`config.mk`:
```
export PLATFORM = sky130hd
export DESIGN_NAME = button_stepper
export DESIGN_NICKNAME = d
export VERILOG_FILES = /design/src/rtl/button_stepper.sv
export SDC_FILE = /design/constraint.sdc
export NUM_CORES = 1
export LEC_CHECK = 0
export BUFFER_PORTS_ARGS = -buffer_cell sky130_fd_sc_hd__buf_4
export CORE_UTILIZATION = 48
export DETAILED_ROUTE_END_ITERATION = 10
export SLEW_MARGIN = 0
export SYNTH_ARGS = -nofsm -noshare
export SYNTH_HDL_FRONTEND = slang
export SYNTH_SLANG_ARGS = --single-unit
export TNS_END_PERCENT = 5
```
`constraint.sdc`:
```
create_clock -name clk -period 4.34 [get_ports clk]
set_input_delay 0.434 -clock clk [delete_from_list [all_inputs] [get_ports clk]]
set_output_delay 0.434 -clock clk [all_outputs]
set_load 0.005 [all_outputs]
```
`src/rtl/button_stepper.sv`:
```
// Push-button front end for the up/down counter: synchronises and debounces two raw
// buttons, then emits one step per press plus auto-repeat steps while a button is held.
module button_stepper #(
    parameter int DEB_CYCLES    = 4,
    parameter int HOLD_CYCLES   = 16,
    parameter int REPEAT_CYCLES = 8,
    parameter int TMR_W         = 8
) (
    input  logic clk,
    input  logic reset,
    input  logic btn_up,
    input  logic btn_dn,
    output logic step,
    output logic up_down,
    output logic held
);

    typedef enum logic [1:0] {
        IDLE   = 2'd0,
        HOLD   = 2'd1,
        REPEAT = 2'd2
    } state_t;

    localparam logic [TMR_W-1:0] DEB_T    = TMR_W'(DEB_CYCLES - 1);
    localparam logic [TMR_W-1:0] HOLD_T   = TMR_W'(HOLD_CYCLES - 1);
    localparam logic [TMR_W-1:0] REPEAT_T = TMR_W'(REPEAT_CYCLES - 1);
    localparam logic [TMR_W-1:0] TMR_MAX  = {TMR_W{1'b1}};

    function automatic logic [TMR_W-1:0] sat_inc(input logic [TMR_W-1:0] v);
        return (v == TMR_MAX) ? v : v + TMR_W'(1);
    endfunction

    // Index 1 is the up button, index 0 the down button.
    logic [1:0]       raw;
    logic [1:0]       sync0_q;
    logic [1:0]       sync1_q;
    logic [1:0]       deb_q;
    logic [TMR_W-1:0] deb_cnt_q [2];

    assign raw = {btn_up, btn_dn};

    always_ff @(posedge clk) begin
        if (!reset) begin
            sync0_q <= '0;
            sync1_q <= '0;
            deb_q   <= '0;
            for (int i = 0; i < 2; i++) deb_cnt_q[i] <= '0;
        end else begin
            sync0_q <= raw;
            sync1_q <= sync0_q;
            for (int i = 0; i < 2; i++) begin
                if (sync1_q[i] == deb_q[i]) begin
                    deb_cnt_q[i] <= '0;
                end else if (deb_cnt_q[i] == DEB_T) begin
                    deb_q[i]     <= sync1_q[i];
                    deb_cnt_q[i] <= '0;
                end else begin
                    deb_cnt_q[i] <= sat_inc(deb_cnt_q[i]);
                end
            end
        end
    end

    // Both buttons down is deliberately not a request.
    logic req;
    logic dir;
    assign req = deb_q[1] ^ deb_q[0];
    assign dir = deb_q[1];

    state_t           state_q, state_d;
    logic [TMR_W-1:0] timer_q, timer_d;
    logic             step_q, step_d;
    logic             dir_q, dir_d;

    always_ff @(posedge clk) begin
        if (!reset) begin
            state_q <= IDLE;
            timer_q <= '0;
            step_q  <= 1'b0;
            dir_q   <= 1'b0;
        end else begin
            state_q <= state_d;
            timer_q <= timer_d;
            step_q  <= step_d;
            dir_q   <= dir_d;
        end
    end

    always_comb begin
        state_d = state_q;
        timer_d = timer_q;
        step_d  = 1'b0;
        dir_d   = dir_q;
        case (state_q)
            IDLE: begin
                if (req) begin
                    step_d  = 1'b1;
                    dir_d   = dir;
                    timer_d = '0;
                    state_d = HOLD;
                end
            end
            HOLD, REPEAT: begin
                if (!req) begin
                    state_d = IDLE;
                end else if (dir != dir_q) begin
                    // A direction flip restarts the press from scratch.
                    step_d  = 1'b1;
                    dir_d   = dir;
                    timer_d = '0;
                    state_d = HOLD;
                end else if (timer_q == ((state_q == HOLD) ? HOLD_T : REPEAT_T)) begin
                    step_d  = 1'b1;
                    timer_d = '0;
                    state_d = REPEAT;
                end else begin
                    timer_d = sat_inc(timer_q);
                end
            end
            default: state_d = IDLE;
        endcase
    end

    assign step    = step_q;
    assign up_down = dir_q;
    assign held    = (state_q != IDLE);

endmodule

```
---- Yosys cells after proc, flatten, opt, wreduce, memory -nomap -nowiden ----
Memories as Yosys holds them, arrays and structs flattened.
Index checks and enable logic that the tools add are counted.
storage, ports and cells
  register bits ........................... 18
  RAM bits ................................ 16
  output and inout bits ................... 3
  memories ................................ 1
memory list
  name       words  bits a word  rd ports  clocked after Yosys merged registers in  wr ports  RTL line  RTL
  deb_cnt_q  2      8            2         0                                        2         38        logic [TMR_W-1:0] deb_cnt_q [2];
cells by class
  add/sub/neg operators ................... 3
  equality and inequality tests ........... 16
  mux-type cells .......................... 52
  bitwise operators ....................... 9
  reduce and logical (&&, ||, !) cells .... 9
operator list
  kind                 count
  $mux 8               13
  $mux 1               30
  $add 8x1->8 const B  3
  $eq 8x8->1 const B   3
  $eq 8x2->1 const B   2
  $pmux 8 s2           1
  $eq 8x4->1           1
  $mux 2               4
  $ne 4x4->1 const B   2
  $reduce_and 4->1     2
  $ne 2x2->1 const B   3
  $or 1x1->1           6
  $reduce_and 2->1     3
  $mux 4               1
  $pmux 1 s2           2
  $pmux 2 s2           1
  $reduce_bool 2->1    2
  $eq 1x1->1           2
  $eq 2x1->1 const B   1
  $eq 2x2->1 const B   1
  $logic_not 2->1      1
  $not 1->1            2
  $reduce_or 2->1      1
  $ne 1x1->1           1
  $xor 1x1->1          1

---- Longest topological paths before layout ----
  word-level depth ........................ 7
  gate-level depth with buffers ........... 6
  depth with buffers taken out ............ 6

---- Worst setup path after synthesis ----
No wires, ideal clock.
  path kind ............................... register to register
  from .................................... register state_q[0]
  to ...................................... register timer_q[0]
  arrival ................................. 1.928 ns
  data required time ...................... 4.270 ns
  slack ................................... 2.342 ns
  stages on the path, launching flop included .. 7
  clock period less this slack ............ 1.998 ns
  path through ............................ dfxtp_1 inv_1 ha_1 or2_1 a21o_1 or4_1 a21oi_1
on the way
  cells in the longest elaborated chain, start to end .. 7
  elaborated cells between the ends (all ways) .. 15
RTL lines
  item                    RTL line  RTL
  from (decl)             70        state_t state_q, state_d;
  from (signal assigned)  82        state_q <= state_d;
  $eq 2x1->1              94, 112
  $mux 4                  112       end else if (timer_q == ((state_q == HOLD) ? HOLD_T : REPEAT_T)) begin
  $eq 8x4->1              112
  $mux 8                  112
  $mux 8                  106       end else if (dir != dir_q) begin
  $mux 8                  104       if (!req) begin
  $pmux 8 s2              94        case (state_q)
  to (signal assigned)    83        timer_q <= timer_d;
  to (decl)               71        logic [TMR_W-1:0] timer_q, timer_d;
Parallel ways exist; a longest one is shown, timed or not. The select of a mux whose other input is x is not followed.
A chain may end at the register's enable or synchronous reset.

---- Worst setup path after layout ----
Ends and elaborated chain as after synthesis.

==> results.toml <==
[outcome]
status = "complete, no violations"

[synth]
yosysSeqAreaShare_pct = 44.2
yosysWarnings = 0
synth-xor-area-share_pct = 8.67
synthSimpleGateAreaFrac_pct = 23.0
synth_edf_count = 16
syn_area_um2 = 1900
synth_top_family_by_area = "simple AND/OR/NAND/NOR gates"
synth_flop_cell = "dfxtp_1"
synth-seq-cells = 34
synthTopCellsByArea = "edfxtp_1 (25%), dfxtp_1 (19%), nor2_1 (4.7%)"
synthCells = 191
yosysTopAreaCellShare_pct = 25.2
syn-num-nets = 201
synth-adder-area-share_pct = 3.94
ys_types = 43
synth.mux.area_fraction_pct = 1.64
synth_top_area_cell = "edfxtp_1"
async_reset_ff_share_pct = 0
synth_compound_area_share_pct = 15.4
synth.avg_cell_area_um2 = 9.97

[timing]
tightestPinTransition_ps = 562
fin_tns_setup_ps = 0
rsz0062_at_grt = "false"
fmax_ghz = 0.454
setup_viol = 0
maxSlewHeadroom_pct = 62.2
timing.final.hold_violations = 0
slew_viol_final = 0
min_period_over_period_pct = 50.8
hold_slack_ps = 373
period_needed_ps = 2200
fin_skew_ps = 4.05

[setup_path]
critPathMaxFanout = 8
r2r_cells = 6
startpoint = "state_q[0]"
regToRegStartpoint = "state_q[0]"
crit_chain = "inv_1 -> ha_1 -> or2_1 -> a21o_1 -> or4_1 -> a21oi_1"
cp-start-kind = "register"
worstPathArrival_ps = 2400
crit_path_end_kind = "register"
required_ps = 4540
slowest_stage = "or4_1"
critPathKind = "reg -> reg"
slowest_delay_ps = 490

[final_layout]
drive_gt1_share_pct = 10.9
final_cell_mix = "nor2_1 (24), dfxtp_1 (18), edfxtp_1 (16)"
syn_to_final_growth_pct = 8.15
diodes = 0
final_nets = 210
layout_commonest_cell = "nor2_1"
final_area_um2 = 2060

[place]
hpwl_mm = 2.63
port_buffers = 6
place_area_um2 = 1980
routabilityCongestion = 0.911

[floorplan]
die_h_um = 65.0
fp.dieW_um = 65.0
dieArea_um2 = 4220
row_count = 22
pin_count = 7
initial_core_util_pct = 50.9
core_region_area_um2 = 3740

[power]
p_leak_nw = 0.740
pwr-share-clk_pct = 38.6
powerDensity_nw_per_um2 = 274
pwr-share-comb_pct = 1.8
switching_share_pct = 19.8
p_seq_share_pct = 59.5
p_total_w = 0.000565
internal_power_w = 0.000453
p_sw_w = 0.000112
peakVddDrop_v = 0.000231

[routing]
drt-pass1-iter-count = 4
drtIter0Drc = 112
drc = 0
viasPerCell = 5.78
routed_wl_mm = 3.61
route.vias.total = 1439
antenna_left = 0
routedWlPerCell_um = 14.5

[global_routing]
grt.total_usage_pct = 19.3
overflow = 0
first_global_vias = 1372
antenna_found_initial = 0
grt_max_degree = 13
grt_pass1_wl_mm = 6.27

[hold_path]
hp-class = "in -> reg"
min_from = "btn_up"
holdPathStages = 2

[clocking]
cts_made_buffers = 5
cts_tree = "yes"
postCtsSetupBuffers = 0
hold_buffers = 0
clock-root-buffer = "clkbuf_8"
clkSlewWorstSetupHoldPaths_ps = 70
cts_sinks = 34
ctsResizeCount = 0
clock_latency_ps = 270
h-tree-depth = 2
cts_buffer_depth = 2

[job]
max_cap_viol_count = 0
[critical path: cells and delay by family (launching register included)]
family	cells	cell delay [ps]
simple gates	2	830
compound gates	2	450
fa+ha+maj	1	400
buf+inv	1	60
flops	1	390
[area by class of cell]
| cell class | count | area [µm²] |
|---|---|---|
| well taps | 48 | 60.1 |
| repair buffers | 6 | 45.0 |
| multi-input cells | 145 | 1000 |
| flip-flops and latches | 34 | 841 |
| fillers | 365 | 1680 |
| clock buffers | 8 | 80.1 |
| inverters | 8 | 30.0 |
[registers in the layout (all words and copies together), names as in the netlist]
name and flops:
up_down 1, state_q 2, sync0_q 2, deb_q 2
deb_cnt_q 16, timer_q 8, step 1, sync1_q 2
[layer usage]
layer | GRT usage (%) | vias up | part of all wire, %
met3 | 4.23 | 0 | 3.4
met4 | 5.00 | 0 | 0
li1 | - | 722 | -
met5 | 0 | - | 0
met2 | 29.6 | 28 | 46
met1 | 27.2 | 689 | 51
[worst paths after layout]
path                      to  slack [ps]
setup / recovery  timer_q[0]        2140
hold / removal    sync0_q[1]         370
setup reg to reg  timer_q[0]        2140
hold reg to reg   sync1_q[0]         440
[synthesized netlist by cell type, types with 6 or more instances]
library cell	instances
a21oi_1	9
o21ai_0	8
ha_1	6
nand3_1	11
xor2_1	10
edfxtp_1	16
nor2_1	24
dfxtp_1	18
and2_1	6
inv_1	8
nand4_1	6
nand2_1	12
xnor2_1	7
[per-stage QoR]
| step | setup slack (ps) | instances | util [%] |
|---|---|---|---|
| global placement | 2200 | 241 | 52.9 |
| global route | 1970 | 249 | 55.0 |
| floorplan | 2340 | 191 | - |
| detailed placement | 2170 | 241 | 52.9 |
| finish | 2140 | 249 | 55.0 |
| CTS | 2140 | 249 | 55.0 |
[power groups by stage]
stage,Clock [W],Sequential (W),Combinational [W]
floorplan,0,0.000343,0.00000697
global placement,0,0.000343,0.0000102
detailed placement,0,0.000343,0.0000104
CTS,0.000225,0.000336,0.0000105
global route,0.000235,0.000336,0.0000119
finish,0.000218,0.000336,0.0000103
[cells by family after synthesis]
| family | Yosys count |
|---|---|
| mux | 3 |
| simple gates | 83 |
| flops | 34 |
| xor+xnor | 18 |
| buf+inv | 12 |
| fa+ha+maj | 6 |
| compound gates | 35 |
No activity file was read; power rests on OpenSTA's default activity.
